$ cat config.mk
export PLATFORM = sky130hd
export DESIGN_NAME = shift_out_receiver
export DESIGN_NICKNAME = d
export VERILOG_FILES = /design/src/rtl/shift_out_receiver.sv
export SDC_FILE = /design/constraint.sdc
export NUM_CORES = 1
export LEC_CHECK = 0
export BUFFER_PORTS_ARGS = -buffer_cell sky130_fd_sc_hd__buf_2
export CAP_MARGIN = 25
export CORE_UTILIZATION = 25
export CTS_CLUSTER_SIZE = 40
export DETAILED_ROUTE_END_ITERATION = 8
export SYNTH_ARGS = -nofsm -noshare
export SYNTH_HDL_FRONTEND = slang
export SYNTH_SLANG_ARGS = --single-unit
$ cat constraint.sdc
create_clock -name clk -period 4.75 [get_ports clk]
set_input_delay 0.95 -clock clk [delete_from_list [all_inputs] [get_ports clk]]
set_output_delay 0.95 -clock clk [all_outputs]
set_load 0.01 [all_outputs]
$ cat src/rtl/shift_out_receiver.sv
// Deserialises the 4-wire SCLK/SDO/PEN/CLR shift-out link into a parallel word.
// Latency: a pin edge is acted on SYNC_STAGES+1 clk cycles later; pdata/pdata_valid are registered.
// No backpressure: the link cannot be stalled, so every PEN rise yields either a valid or an error pulse.
module shift_out_receiver #(
    parameter int WIDTH       = 16,
    parameter int SYNC_STAGES = 2,
    parameter int MSB_FIRST   = 1,
    parameter int INVERT      = 0
) (
    input  logic             clk,
    input  logic             rst,
    input  logic             sclk_in,
    input  logic             sdo_in,
    input  logic             pen_in,
    input  logic             clr_in,
    output logic [WIDTH-1:0] pdata,
    output logic             pdata_valid,
    output logic             frame_err,
    output logic [6:0]       bit_cnt,
    output logic             busy
);

    typedef enum logic {
        IDLE  = 1'b0,
        SHIFT = 1'b1
    } state_t;

    localparam logic [6:0] WIDTH_CNT = 7'(WIDTH);
    localparam logic [6:0] CNT_MAX   = 7'd127;

    logic [SYNC_STAGES-1:0] sclk_sync;
    logic [SYNC_STAGES-1:0] sdo_sync;
    logic [SYNC_STAGES-1:0] pen_sync;
    logic [SYNC_STAGES-1:0] clr_sync;
    logic                   sclk_d;
    logic                   pen_d;

    logic sclk_s, sdo_s, pen_s, clr_s;
    logic sclk_rise, pen_rise;

    state_t           state, state_nxt;
    logic [WIDTH-1:0] sreg, sreg_nxt, sreg_sh;
    logic [WIDTH-1:0] pdata_nxt;
    logic [6:0]       cnt_nxt, cnt_inc;
    logic             vld_nxt, err_nxt;
    logic             shift_en;
    logic [WIDTH-1:0] sreg_upd;
    logic [6:0]       cnt_upd;

    // Synchronise every link line; reset loads idle line levels so no false edges appear.
    always_ff @(posedge clk) begin
        if (rst) begin
            sclk_sync <= '0;
            sdo_sync  <= '0;
            pen_sync  <= '1;
            clr_sync  <= '1;
            sclk_d    <= 1'b0;
            pen_d     <= 1'b1;
        end else begin
            sclk_sync <= {sclk_sync[SYNC_STAGES-2:0], sclk_in};
            sdo_sync  <= {sdo_sync[SYNC_STAGES-2:0], sdo_in};
            pen_sync  <= {pen_sync[SYNC_STAGES-2:0], pen_in};
            clr_sync  <= {clr_sync[SYNC_STAGES-2:0], clr_in};
            sclk_d    <= sclk_sync[SYNC_STAGES-1];
            pen_d     <= pen_sync[SYNC_STAGES-1];
        end
    end

    assign sclk_s    = sclk_sync[SYNC_STAGES-1];
    assign sdo_s     = sdo_sync[SYNC_STAGES-1];
    assign pen_s     = pen_sync[SYNC_STAGES-1];
    assign clr_s     = clr_sync[SYNC_STAGES-1];
    assign sclk_rise = sclk_s & ~sclk_d;
    assign pen_rise  = pen_s & ~pen_d;

    // Shift direction is fixed by MSB_FIRST; only the last WIDTH bits survive.
    assign sreg_sh = (MSB_FIRST != 0) ? {sreg[WIDTH-2:0], sdo_s}
                                      : {sdo_s, sreg[WIDTH-1:1]};
    assign cnt_inc = (bit_cnt == CNT_MAX) ? CNT_MAX : bit_cnt + 7'd1;

    // Next-state and datapath: shift first, then the PEN check sees the updated count; CLR wins over both.
    always_comb begin
        state_nxt = state;
        sreg_nxt  = sreg;
        cnt_nxt   = bit_cnt;
        pdata_nxt = pdata;
        vld_nxt   = 1'b0;
        err_nxt   = 1'b0;
        shift_en  = 1'b0;
        sreg_upd  = sreg;
        cnt_upd   = bit_cnt;

        case (state)
            IDLE:    shift_en = sclk_rise & ~pen_s;
            SHIFT:   shift_en = sclk_rise;
            default: shift_en = 1'b0;
        endcase

        if (shift_en) begin
            sreg_upd = sreg_sh;
            cnt_upd  = cnt_inc;
        end

        if (!clr_s) begin
            sreg_nxt  = '0;
            cnt_nxt   = '0;
            state_nxt = IDLE;
        end else if (pen_rise) begin
            sreg_nxt  = sreg_upd;
            cnt_nxt   = '0;
            state_nxt = IDLE;
            if (cnt_upd == WIDTH_CNT) begin
                pdata_nxt = (INVERT != 0) ? ~sreg_upd : sreg_upd;
                vld_nxt   = 1'b1;
            end else begin
                err_nxt   = 1'b1;
            end
        end else if (shift_en) begin
            sreg_nxt  = sreg_upd;
            cnt_nxt   = cnt_upd;
            state_nxt = SHIFT;
        end
    end

    // State register.
    always_ff @(posedge clk) begin
        if (rst) begin
            state <= IDLE;
        end else begin
            state <= state_nxt;
        end
    end

    // Datapath and output registers.
    always_ff @(posedge clk) begin
        if (rst) begin
            sreg        <= '0;
            bit_cnt     <= '0;
            pdata       <= '0;
            pdata_valid <= 1'b0;
            frame_err   <= 1'b0;
        end else begin
            sreg        <= sreg_nxt;
            bit_cnt     <= cnt_nxt;
            pdata       <= pdata_nxt;
            pdata_valid <= vld_nxt;
            frame_err   <= err_nxt;
        end
    end

    assign busy = (state == SHIFT);

endmodule

Yosys cells after proc, flatten, opt, wreduce, memory -nomap -nowiden:

Cells that the tools add are included.

* add/subtract/negate cells: 1
* equality and inequality tests: 2
* multiplexer cells: 8
* bitwise logic cells: 9
* reduce and logical (&&, ||, !) cells: 5

Operators by type and width (number)
* $mux W16: 3
* $mux W7: 2
* $add A7 B1 Y7 const B: 1
* $eq A7 B5 Y1 const B: 1
* $eq A7 B7 Y1 const B: 1
* $not A1 Y1: 6
* $reduce_or A3 Y1: 2
* $and A1 B1 Y1: 3
* $reduce_and A3 Y1: 1
* $mux W1: 2
* $pmux W1 S2: 1
* $reduce_bool A2 Y1: 1
* $reduce_or A2 Y1: 1

* bits in registers: 52
* input bits: 6
* output and inout port bits: 26
* word-level logic and storage cells: 37

Depth between registers and ports, before layout:

* word-level depth: 7
* gate-level depth with buffers: 10

Worst setup path after synthesis:

OpenSTA, ideal clock, no wires.

* kind: register to register
* start: reg state (netlist: busy)
* end: reg pdata[10]
* library setup time: 0.134 ns
* data arrival time: 2.096 ns
* data required time: 4.616 ns
* path slack: 2.520 ns
* stages on the path, launching flop included: 10
* buffers on the path: 3
* clock period less this slack: 2.230 ns
* cell sequence: dfxtp_1 nor2b_4 or2_1 buf_6 o32a_1 nor4b_4 and2_1 buf_4 buf_6 a211oi_1

* word-level cells in the longest chain between the ends: 5
* elaborated cells on any way between the ends: 6
* those cells by class: eq/ne (1); mux (3); bitwise (1); reduce/logical (1)

Ends and longest elaborated chain
* start, declared: line 41 `state_t state, state_nxt;`
* start signal, assigned: line 130 `state <= state_nxt;`
* $not A1 Y1: line 93 `case (state)`
* $pmux W1 S2 *: line 93
* $mux W7: line 99 `if (shift_en) begin`
* $eq A7 B5 Y1: line 112 `if (cnt_upd == WIDTH_CNT) begin`
* $reduce_and A3 Y1 (no line)
* end signal, assigned: line 145 `pdata <= pdata_nxt;`
* end, declared: line 16 `output logic [WIDTH-1:0] pdata,`

Mark *: on every way between the ends. The rest lies on a longest branch, timed or not.
A chain may end at the register's enable or synchronous reset.

Worst setup path after layout:

* start: reg sclk_sync[1]
* end: reg pdata[1]

* word-level cells in the longest chain between the ends: 6
* elaborated cells on any way between the ends: 7
* those cells by class: eq/ne (1); mux (3); bitwise (2); reduce/logical (1)

Ends and longest elaborated chain
* start, declared: line 31 `logic [SYNC_STAGES-1:0] sclk_sync;`
* start signal, assigned: line 60 `sclk_sync <= {sclk_sync[SYNC_STAGES-2:0], sclk_in};`
* $and A1 B1 Y1 *: line 73 `assign sclk_rise = sclk_s & ~sclk_d;`
* $and A1 B1 Y1: line 94 `IDLE: shift_en = sclk_rise & ~pen_s;`
* $pmux W1 S2 *: line 93
* $mux W7: line 99
* $eq A7 B5 Y1: line 112
* $reduce_and A3 Y1 (no line)

Marked as above.

==> flow_summary.json <==
{
  "htree_levels": 2,
  "syn_area_um2": 1950,
  "track_usage": 0.0938,
  "yosys.area_share.simple": 0.183,
  "die_w_um": 90.2,
  "wl_um": 3730,
  "synth_top_family_by_area": "simple AND/OR/NAND/NOR gates",
  "layout_commonest_cell": "dfxtp_1",
  "multi_input_area_um2": 830,
  "nets": 228,
  "max_freq_mhz": 348,
  "layout.cells.non_filler": 321,
  "grt_pass1_wl_um": 6090,
  "hold_viol": 0,
  "critPathBufInv": 1,
  "end_kind": "flop",
  "synth-adder-area-share": 0.00643,
  "setup_viol_count_final": 0,
  "final_cell_mix": "52 x dfxtp_1, 31 x buf_2, 30 x nor2_1",
  "p_per_area_nw_per_um2": 317,
  "critPathRequiredTime_ns": 4.91,
  "vdd_ir_drop_max_mv": 0.153,
  "first_pass_iters": 4,
  "holdCritPathClass": "flop to flop",
  "cts_resized": 0,
  "place_congestion": 0.819,
  "ys_seq_area_frac": 0.535,
  "synth_warnings": 0,
  "critical_path.top_delay_family": "simple AND/OR/NAND/NOR gates",
  "cts_buffer_depth": 2,
  "grt.overflow.total": 0,
  "arrival_ns": 3.03,
  "grt_max_degree": 29,
  "tightest_slew_ns": 0.845,
  "post_cts_buffers": 0,
  "n_antenna_cell": 0,
  "synth_xor_area_frac": 0.00900,
  "outcome": "finished, final reports clean",
  "max_stage_delay_ns": 0.54,
  "core_um2": 7410,
  "tns_ns": 0,
  "p_leak_nw": 0.950,
  "ant_nets": 0,
  "period_needed_ns": 2.87,
  "synth-compound-area-share": 0.140,
  "antenna_found_initial": 0,
  "avgSynthCellArea_um2": 9.98,
  "worstPathMaxFanout": 17,
  "die_h_um": 90.2,
  "max_slew_margin": 0.437,
  "synthDistinctLibCells": 32,
  "rsz0062_at_grt": "false",
  "register_area_um2": 1040,
  "cts.reportedPaths.clkPinSlew_ns": 0.08,
  "crit_type": "flop to flop",
  "finish.utilization": 0.304,
  "finalCritPeriodShare": 0.605,
  "dp.final_hpwl_um": 2590,
  "synth_seq_cells": 52,
  "muxShareOfSynthArea": 0.0874,
  "die_area_um2": 8140,
  "drv_cap": 0,
  "slowest_stage": "or2_1",
  "fin_worst_skew_ns": 0.00515,
  "port-buffer-count": 31,
  "cts-buffers-inserted": 5,
  "netlist_instances": 195,
  "vias": 1386,
  "slew_viol_final": 0,
  "syn_nets": 202,
  "clk_latency_ns": 0.30,
  "initial_core_util": 0.263,
  "cts_hold_buf": 0,
  "io_pins": 32,
  "drt_iter0_drc": 85,
  "drc": 0,
  "crit_path_cell_trace": "nand2b_4, or2_1, o32a_1, nor4b_4, buf_4, and2_1, a211oi_1",
  "grt_pass1_vias": 1239,
  "syn2layout_area_growth_pct": 15.7,
  "dp_cells": 313,
  "wl_per_cell_um": 11.6,
  "cts.sinks": 52,
  "cts_tree": "built",
  "startpoint_type": "flop",
  "vias_per_cell": 4.32,
  "rows": 31,
  "cts_root_buf": "clkbuf_8",
  "drive_above_1_share": 0.216,
  "nFillCells": 785
}
[per-layer routing]
layer | GRT usage | wire length, um | vias to the layer above
li1 | - | - | 732
met1 | 0.132 | 2010 | 622
met2 | 0.132 | 1550 | 27
met3 | 0.0262 | 104 | 5
met4 | 0.0403 | 64 | 0
met5 | 0 | 0 | -
[final timing paths]
kind	cells after the start	end	start	slack, ns
min	1	pen_sync[1]	pen_sync[0]	0.41
min reg2reg	1	pen_sync[1]	pen_sync[0]	0.41
max reg2reg	7	pdata[1]	sclk_sync[1]	1.88
max	7	pdata[1]	sclk_sync[1]	1.88
[synth_stat cells, drive strengths merged]
cell,n,area share
a211oi,17,0.066
a21oi,17,0.044
and2,1,0.0032
and2b,1,0.0039
and3,1,0.0032
buf,5,0.022
clkbuf,8,0.015
dfxtp,52,0.53
ha,1,0.0064
inv,1,0.0019
mux2i,17,0.087
nand2,4,0.0077
nand2b,5,0.020
nand3,6,0.015
nor2,30,0.058
nor2b,6,0.023
nor3,1,0.0026
nor3b,3,0.012
nor4,1,0.0032
nor4b,1,0.012
o211a,1,0.0051
o211ai,1,0.0039
o21ai,5,0.013
o21bai,1,0.0039
o32a,1,0.0051
or2,6,0.019
xnor2,2,0.0090
[flip-flops by register name, summed over array words and instances (netlist names)]
register and count:
busy 1, pdata 16, pen_d 1, sdo_sync 2
frame_err 1, clr_sync 2, pen_sync 2, bit_cnt 7
sclk_d 1, sclk_sync 2, sreg 16, pdata_valid 1
[cell families after synthesis]
kind of cell,count (synthesis)
buf+inv,14
simple gates,66
xor+xnor,2
mux,17
compound gates,43
flops,52
fa+ha+maj,1
[power by group]
group / leakage [nW] / switching, mW / internal [mW]
clock: 0.0510 / 0.137 / 0.116
combinational: 0.478 / 0.0127 / 0.00785
sequential: 0.421 / 0.00172 / 0.439
total: 0.950 / 0.151 / 0.564
[area by class of cell]
type / count / share of cell area
Sequential cell: 52 / 0.462
Multi-Input combinational cell: 129 / 0.368
Timing Repair Buffer: 32 / 0.0722
Tap cell: 99 / 0.0550
Clock buffer: 6 / 0.0366
Clock inverter: 2 / 0.00444
Inverter: 1 / 0.00167
[stage by stage]
step           setup slack, ns  instance area [um^2]  total power [mW]  hold slack (ns)
2_1_floorplan             2.52                  1950             0.468            0.389
3_3_place_gp              1.88                  2160             0.472            0.395
3_5_place_dp              1.86                  2160             0.473            0.394
4_1_cts                   1.82                  2250             0.725            0.416
5_1_grt                   1.66                  2250             0.742            0.430
6_report                  1.88                  2250             0.715            0.414
Power figures use the tool's default switching activity.
